## config.mk

```make
export PLATFORM = sky130hd
export DESIGN_NAME = code_tx
export DESIGN_NICKNAME = d
export VERILOG_FILES = /design/src/rtl/code_link_pkg.sv /design/src/rtl/code_tx_bit_timer.sv /design/src/rtl/code_tx.sv
export SDC_FILE = /design/constraint.sdc
export NUM_CORES = 1
export LEC_CHECK = 0
export BUFFER_PORTS_ARGS = -buffer_cell sky130_fd_sc_hd__clkbuf_2
export CAP_MARGIN = 20
export CORE_AREA = 2 2 39 41
export DETAILED_ROUTE_END_ITERATION = 16
export DIE_AREA = 0 0 41 43
export PLACE_DENSITY = 0.69
export SYNTH_ARGS = -nofsm -noshare
export SYNTH_HDL_FRONTEND = slang
export SYNTH_SLANG_ARGS = --single-unit
```

## constraint.sdc

```tcl
create_clock -name clk -period 2.91 [get_ports clk]
set_clock_uncertainty 0.15 [all_clocks]
set_input_delay 0.291 -clock clk [delete_from_list [all_inputs] [get_ports clk]]
set_output_delay 0.291 -clock clk [all_outputs]
set_load 0.005 [all_outputs]
```

## src/rtl/code_link_pkg.sv

```systemverilog
// Shared definitions for the code-match serial link (transmitter and receiver).
package code_link_pkg;

   // Frame sequencing states.
   typedef enum logic [2:0] {
      IDLE,
      START,
      DATA,
      PARITY,
      STOP
   } link_state_t;

   // Line levels for the framing bits.
   localparam logic START_LVL = 1'b0;
   localparam logic STOP_LVL  = 1'b1;
   localparam logic IDLE_LVL  = 1'b1;

   // Parity sense used on the link.
   typedef enum logic {
      EVEN = 1'b0,
      ODD  = 1'b1
   } parity_mode_t;

   localparam parity_mode_t PARITY_MODE = EVEN;

   // Counter width able to hold 0..n-1, never narrower than one bit.
   function automatic int cnt_width(input int n);
      return (n > 1) ? $clog2(n) : 1;
   endfunction

endpackage

```

## src/rtl/code_tx_bit_timer.sv

```systemverilog
// Per-bit tick generator: counts 0..DIV-1 and flags the last clock of each bit.
module bit_timer
   import code_link_pkg::*;
#(
   parameter int DIV = 4
) (
   input  logic clk,
   input  logic rst_n,
   input  logic clr,
   output logic tick
);

   localparam int TW = cnt_width(DIV);
   localparam logic [TW-1:0] LAST = TW'(DIV - 1);

   logic [TW-1:0] cnt;

   // Bit-period counter; held at zero while cleared, wraps after the last clock.
   always_ff @(posedge clk or negedge rst_n) begin
      if (!rst_n)
         cnt <= '0;
      else if (clr || tick)
         cnt <= '0;
      else
         cnt <= cnt + 1'b1;
   end

   assign tick = (cnt == LAST);

endmodule

```

## src/rtl/code_tx.sv

```systemverilog
// Serial transmitter: start bit, data LSB-first, parity, stop bit.
module code_tx
   import code_link_pkg::*;
#(
   parameter int WIDTH = 2,
   parameter int DIV   = 4
) (
   input  logic             clk,
   input  logic             rst_n,
   input  logic [WIDTH-1:0] code_in,
   input  logic             code_valid,
   output logic             code_ready,
   output logic             tx_line,
   output logic             busy,
   output logic             done
);

   localparam int IW = cnt_width(WIDTH);
   localparam logic [IW-1:0] LAST_BIT = IW'(WIDTH - 1);

   link_state_t      state, state_nx;
   logic [WIDTH-1:0] shift_reg, shift_nx;
   logic             par, par_nx;
   logic [IW-1:0]    idx, idx_nx;
   logic             tick;
   logic             timer_clr;

   // Timer is parked at zero in IDLE so every frame starts on a fresh bit period.
   assign timer_clr = (state == IDLE);

   bit_timer #(.DIV(DIV)) u_timer (
      .clk   (clk),
      .rst_n (rst_n),
      .clr   (timer_clr),
      .tick  (tick)
   );

   // State and datapath registers; reset drops straight back to IDLE.
   always_ff @(posedge clk or negedge rst_n) begin
      if (!rst_n) begin
         state     <= IDLE;
         shift_reg <= '0;
         par       <= 1'b0;
         idx       <= '0;
      end else begin
         state     <= state_nx;
         shift_reg <= shift_nx;
         par       <= par_nx;
         idx       <= idx_nx;
      end
   end

   // Next-state and line decode; tx_line depends only on registered state.
   always_comb begin
      state_nx = state;
      shift_nx = shift_reg;
      par_nx   = par;
      idx_nx   = idx;
      tx_line  = IDLE_LVL;
      done     = 1'b0;
      case (state)
         IDLE: begin
            if (code_valid) begin
               shift_nx = code_in;
               par_nx   = (^code_in) ^ (PARITY_MODE == ODD);
               idx_nx   = '0;
               state_nx = START;
            end
         end
         START: begin
            tx_line = START_LVL;
            if (tick) state_nx = DATA;
         end
         DATA: begin
            tx_line = shift_reg[0];
            if (tick) begin
               shift_nx = shift_reg >> 1;
               if (idx == LAST_BIT) begin
                  idx_nx   = '0;
                  state_nx = PARITY;
               end else begin
                  idx_nx = idx + 1'b1;
               end
            end
         end
         PARITY: begin
            tx_line = par;
            if (tick) state_nx = STOP;
         end
         STOP: begin
            tx_line = STOP_LVL;
            done    = tick;
            if (tick) state_nx = IDLE;
         end
         default: state_nx = IDLE;
      endcase
   end

   assign code_ready = (state == IDLE);
   assign busy       = (state != IDLE);

endmodule

```

==> results.md, run 1 <==
- FF/Latch Area: roughly 230 um2
- Top Metal Used: met4
- Comb pwr share: 0.395
- WL final: roughly 840 um
- Reg clk slew, reported paths: approximately 0.07 ns
- Number of I/O pins: 9
- Slew Limit Headroom: 0.729
- Final instance area: 576 um2
- H-tree level count: 1
- WL/cell: approximately 12 um
- Distinct cells, synth: 29
- Seq cells post-synth: 9
- Diode count: 0
- Largest net degree at the start of global routing: 11
- Stages on worst setup path: 3
- CTS Buf Count: 3
- Total power: 577 uW
- Fill count: 129
- Initial antenna violation count: 0
- CP max FO: 10
- HP Start: code_valid
- RSZ-0062 raised after global routing: no
- Int Pwr: 352 uW
- Finish-stage setup viols: 0
- Vias in the first global route: 330
- Number of cells on the worst reg-to-reg path: 4
- Area delta synth->final: 13.9%
- GP Congestion: 0.703
- Max_cap viols: 0
- FMAX: between 500 and 600 MHz
- Flop2flop setup slack: approximately 1.4 ns
- Die width: a little over 40 um
- Worst VDD drop: 355 uV
- Mapped Area: 505 um2
- Cell row count: 14
- Worst r2r src: u_timer.cnt[0]$_DFF_PN0_
- GRT Overall Usage: 0.119
- Delay-heaviest family, CP: flip-flops
- Clk root buf: clkbuf_4
- Layout Nets: 63
- Min-delay worst type: input port to flop
- Tmin final: roughly 1.8 ns
- Metal-1 WL: between 300 and 400 um
- Max incr delay on CP: around 0.59 ns
- CP Class: flop to primary output
- P per Cell Area: about 1000 nW/um2
- Ys Warns: 0
- Seq/Total Area, Yosys: 0.446
- Crit-path cells: a21oi_1 -> a311o_1 -> clkbuf_2
- Cell count after synthesis: 45
- Clk sink count: 9
- Area of the core: about 1400 um2
- Met2 wire length: 427 um
- First-pass GRT wire length: ~1400 um
- Max FFs per register: 3
- Pin slew with the least headroom to its limit: a little over 0.4 ns
- Setup TNS: 0 ns
- Sequential power share: 0.436
- Net Count, Synth: 52
- Layout cells sized above 1: 0.345
- Buf/Inv on CP: 1
- Sw frac: 0.390
- Routed met3 length: around 19 um
- First DRT Iteration DRCs: 5
- Routed via count: between 300 and 400
- Startpoint Class: flop
- Critical path origin: state[1]$_DFFE_PN0P_
- Worst EP arrival: between 1 and 1.5 ns
- Number of vias per cell: roughly 5.1
- Initial core utilization: 0.365
- DP Wirelength: 656 um
- Hold Path Depth: 2
- Die area: 1760 um2
- Final hold violation count: 0
- Die height: 43 um
- Critical Path Slowest Stage Cell: dfrtp_1
- Ys async rst share: 1.00
- Clock share of power: 0.169
- Fin. max-slew vios: 0
- Worst-Skew Late Latency: approximately 0.26 ns
- Req. time, crit path: 2.47 ns
- Crit end category: primary output
- Drc violations: 0
- Routed Antenna Nets: 0
- Grt ovf: 0
- Primary FF master, synth: dfrtp_1
- Outcome: complete, no violations
- Tcrit/Tclk final: 0.632
- Multi-input gate area: 241 um2
- CTS tree: yes
- Net Sw Power: around 220 uW
- Post-DP Area: 538 um2
- LEAKAGE: around 0.27 nW
- TritonRoute pass-1 iters: 4
- Port bufs: 8
- Mapped Avg Cell Area: approximately 11 um2
- Number of synthesized flops with an enable pin: 0
- Max clock buf depth: 2
final timing paths:
kind,to
min in group asynchronous,state[2]$_DFFE_PN0P_
worst min register to register,u_timer.cnt[0]$_DFF_PN0_
worst max-delay path,tx_line
worst min-delay path,par$_DFFE_PN0P_
max in group asynchronous,par$_DFFE_PN0P_
worst max register to register,idx$_DFFE_PN0P_
layout by cell type, fill, tap and decap left out, types with 2 or more instances in the layout:
master | synthesis | layout
clkbuf_2 | 0 | 8
nand2_1 | 3 | 3
clkbuf_4 | 0 | 3
nor2_1 | 2 | 2
mux2i_1 | 2 | 2
dfrtp_1 | 9 | 9
a21oi_1 | 3 | 3
ha_1 | 2 | 2
per-stage QoR:
step	hold WS, ns	instances	worst slack [ns]	utilization
detailed placement	0.0127	66	1.35	0.389
CTS	0.100	71	1.06	0.416
global placement	0.00597	66	1.36	0.389
finish	0.110	71	1.07	0.416
floorplan	-0.155	45	1.42	-
global route	0.121	71	0.986	0.416
power by group through the flow:
| stage | clock network (mW) | registers [mW] | logic (mW) |
|---|---|---|---|
| final | 0.0977 | 0.251 | 0.228 |
| after floorplan | 0 | 0.206 | 0.237 |
| after global routing | 0.106 | 0.260 | 0.259 |
| after detailed placement | 0 | 0.252 | 0.231 |
| after global placement | 0 | 0.253 | 0.223 |
| after CTS | 0.103 | 0.251 | 0.231 |
cells in the mapped netlist, types with 2 or more instances:
| library cell | number | share of area |
|---|---|---|
| dfrtp_1 | 9 | 0.45 |
| mux2i_1 | 2 | 0.040 |
| buf_6 | 2 | 0.045 |
| ha_1 | 2 | 0.049 |
| nand2_1 | 3 | 0.022 |
| nor2_1 | 2 | 0.015 |
| a21oi_1 | 3 | 0.030 |
what timing repair did:
item                                   in CTS  in global routing
resized for setup                           0                  0
endpoints found under the hold margin       9                  0
buffers inserted                            0                  0
hold buffers                                1                  0
final cells by class:
| type | instances | share of cell area |
|---|---|---|
| repair buffers | 9 | 0.0870 |
| clock inverters | 1 | 0.00870 |
| inverters | 3 | 0.0196 |
| flip-flops and latches | 9 | 0.391 |
| well taps | 16 | 0.0348 |
| clock buffers | 3 | 0.0391 |
| multi-input cells | 30 | 0.420 |
kinds of logic (layout without fill, tap and decap cells):
logic type	count (synthesis)	count (layout)	synth area share
AO/OA/AOI/OAI	11	11	0.178
XOR/XNOR	1	1	0.0173
adder cells (fa/ha/maj)	2	2	0.0495
buffers and inverters	6	16	0.0767
flip-flops	9	9	0.446
multiplexers	3	3	0.0693
AND/OR/NAND/NOR	13	13	0.163
per-layer routing:
metal,track usage,vias to the layer above
met3,0.0314,2
met1,0.145,171
met2,0.175,7
met4,0.0800,0
li1,-,182
met5,0,-
No activity file was read; power rests on OpenSTA's default activity.
==> run 2, diff against run 1 <==
Settings changed: ABC_AREA set to 1, PLACE_DENSITY 0.69 to 0.71.
Clock period 2.91 ns to 1.9 ns, I/O delays scaled along.
==> results.md, run 2 <==
- Outcome: complete, no violations
- CP max FO: 4
- Max_cap viols: 0
- Grt ovf: 0
- H-tree level count: 1
- Flop2flop setup slack: a little over 0.5 ns
- CTS tree: yes
- Port bufs: 8
- Routed Antenna Nets: 0
- Critical path origin: state[2]$_DFFE_PN0P_
- Crit path to: tx_line
- Sequential power share: 0.340
- Clock share of power: 0.143
- Number of vias per cell: roughly 5
- Clk root buf: clkbuf_4
- FMAX: between 600 and 700 MHz
- Number of cells on the worst reg-to-reg path: 6
- Post-place setup slack: between 0.5 and 0.6 ns
- CTS resizes: 0
- Worst setup margin: between 0.3 and 0.4 ns
- HP Start: code_in[1]
- Area of the core: roughly 1400 um2
- Worst EP arrival: around 1.3 ns
- Mapped Area: 536 um2
- Tcrit/Tclk final: 0.841
- Initial core utilization: 0.387
- Routed via count: between 400 and 500
- Startpoint Class: flop
- Ys async rst share: 1.00
- Area delta synth->final: 18.0%
- Die area: approximately 1800 um2
- Most frequent cells in the layout: nand2_1, nor2_1, nand3_1, dfrtp_1
- GP Congestion: between 0.7 and 0.8
- Die width: between 40 and 50 um
- Seq/Total Area, Yosys: 0.421
- Tmin final: about 1.6 ns
- First-pass GRT wire length: about 1700 um
- Crit end category: primary output
- Cell row count: 14
- Int Pwr: around 580 uW
- Post-synth top cells: nand2_1, dfrtp_1, nand3_1, nor2_1, inv_1
- Post-CTS Hold Fix Bufs: 1
- Vias in the first global route: 443
- Total power: ~1.1 mW
- Worst reg2reg path endpoint: state[2]$_DFFE_PN0P_
- Finish-stage setup viols: 0
- Max FFs per register: 3
- Number of I/O pins: 9
- Yosys top cell by area: dfrtp_1
- Die height: around 43 um
- Drc violations: 0
- Net Sw Power: ~480 uW
- Commonest non-fill, non-tap cell in the layout: nand2_1
- DP Wirelength: between 700 and 800 um
- Number of synthesized flops with an enable pin: 0
- Count leader, synth: nand2_1
- Min-delay worst type: input port to flop
- Req. time, crit path: 1.56 ns
- Top post-synthesis cells by area: dfrtp_1, nand3_1, nand2_1
- Worst VDD drop: 457 uV
- Final instance area: approximately 630 um2
- Ys Warns: 0
- Final hold violation count: 0
- CTS Buf Count: 3
- Comb pwr share: 0.517
- RSZ-0062 raised after global routing: no
- Layout cells sized above 1: 0.266
- Distinct cells, synth: 17
- P per Cell Area: 1680 nW/um2
- Hold Path Depth: 3
- First DRT Iteration DRCs: 7
- Reg clk slew, reported paths: around 0.060 ns
- Diode count: 0
- Post-CTS setup buffers: 0
- Clk sink count: 9
- Worst-Skew Late Latency: ~0.27 ns
- WL final: between 900 and 1000 um
- GRT Overall Usage: 0.147
- TritonRoute pass-1 iters: 4
- WL/cell: roughly 10 um
- Layout Nets: 87
- Slew Limit Headroom: 0.827
- Post-DP Area: slightly below 600 um2
- Fin. max-slew vios: 0
- Sw frac: 0.457
- Net Count, Synth: 73
- Pin slew with the least headroom to its limit: between 0.2 and 0.3 ns
- Primary FF master, synth: dfrtp_1
- LEAKAGE: about 0.34 nW
- Initial antenna violation count: 0
- Setup TNS: 0 ns
- Share of the synthesized area in the top cell type: 0.421
- CP Class: flop to primary output
- Worst r2r src: state[0]$_DFFE_PN0P_
- Max clock buf depth: 2
- Cell count after synthesis: 66
- Largest net degree at the start of global routing: 10
- Seq cells post-synth: 9
- Mapped Avg Cell Area: approximately 8.1 um2
-- run 2: cell types whose count changed after synthesis, moves of 2 or more --
cell / delta
nand2_1: +8
inv_1: +7
nand2_4: +3
nor2_1: +7
mux2i_1: -2
buf_6: -2
nand2_2: +3
nand3_1: +8
nor2_4: +2
-- run 2: area by class of cell --
type	instances	area (um2)
clock buffers	4	26.3
fillers	138	752
inverters	10	40.0
multi-input cells	47	270
flip-flops and latches	9	225
well taps	16	20.0
repair buffers	9	50.0
-- run 2: metal layers --
layer,wire length (um),GRT usage
met5,0,0
met4,43,0.120
met3,49,0.0471
met2,458,0.231
met1,402,0.147
-- run 2: logic make-up after synthesis --
kind of cell / synth area share
compound gates: 0.0631
xor+xnor: 0.0164
fa+ha+maj: 0.0467
buf+inv: 0.0748
flops: 0.421
simple gates: 0.378
-- run 2: how the worst min path moves through the flow --
stage | slack, ns | to
floorplan | -0.26 | idx$_DFFE_PN0P_
global placement | -0.09 | par$_DFFE_PN0P_
detailed placement | -0.09 | par$_DFFE_PN0P_
CTS | 0.02 | shift_reg[1]$_DFFE_PN0P_
global route | 0.04 | shift_reg[1]$_DFFE_PN0P_
finish | 0.01 | shift_reg[1]$_DFFE_PN0P_
-- run 2: critical path: stages (launching register included) --
cell      delay [ns]
dfrtp_1         0.44
inv_1           0.12
nand3_1         0.12
o221ai_1        0.18
clkbuf_2        0.14
-- run 2: power groups by stage --
| stage | Combinational [mW] | Sequential [mW] | Clock, mW |
|---|---|---|---|
| finish | 0.547 | 0.360 | 0.152 |
| global route | 0.637 | 0.374 | 0.170 |
| CTS | 0.547 | 0.360 | 0.155 |
| detailed placement | 0.544 | 0.364 | 0 |
| global placement | 0.534 | 0.359 | 0 |
| floorplan | 0.431 | 0.346 | 0 |
-- run 2: stage by stage --
stage,util,hold slack (ns),instances
4_1_cts,0.457,0.0152,95
2_1_floorplan,-,-0.256,66
3_5_place_dp,0.430,-0.0884,90
3_3_place_gp,0.430,-0.0895,90
5_1_grt,0.457,0.0367,95
6_report,0.457,0.0145,95
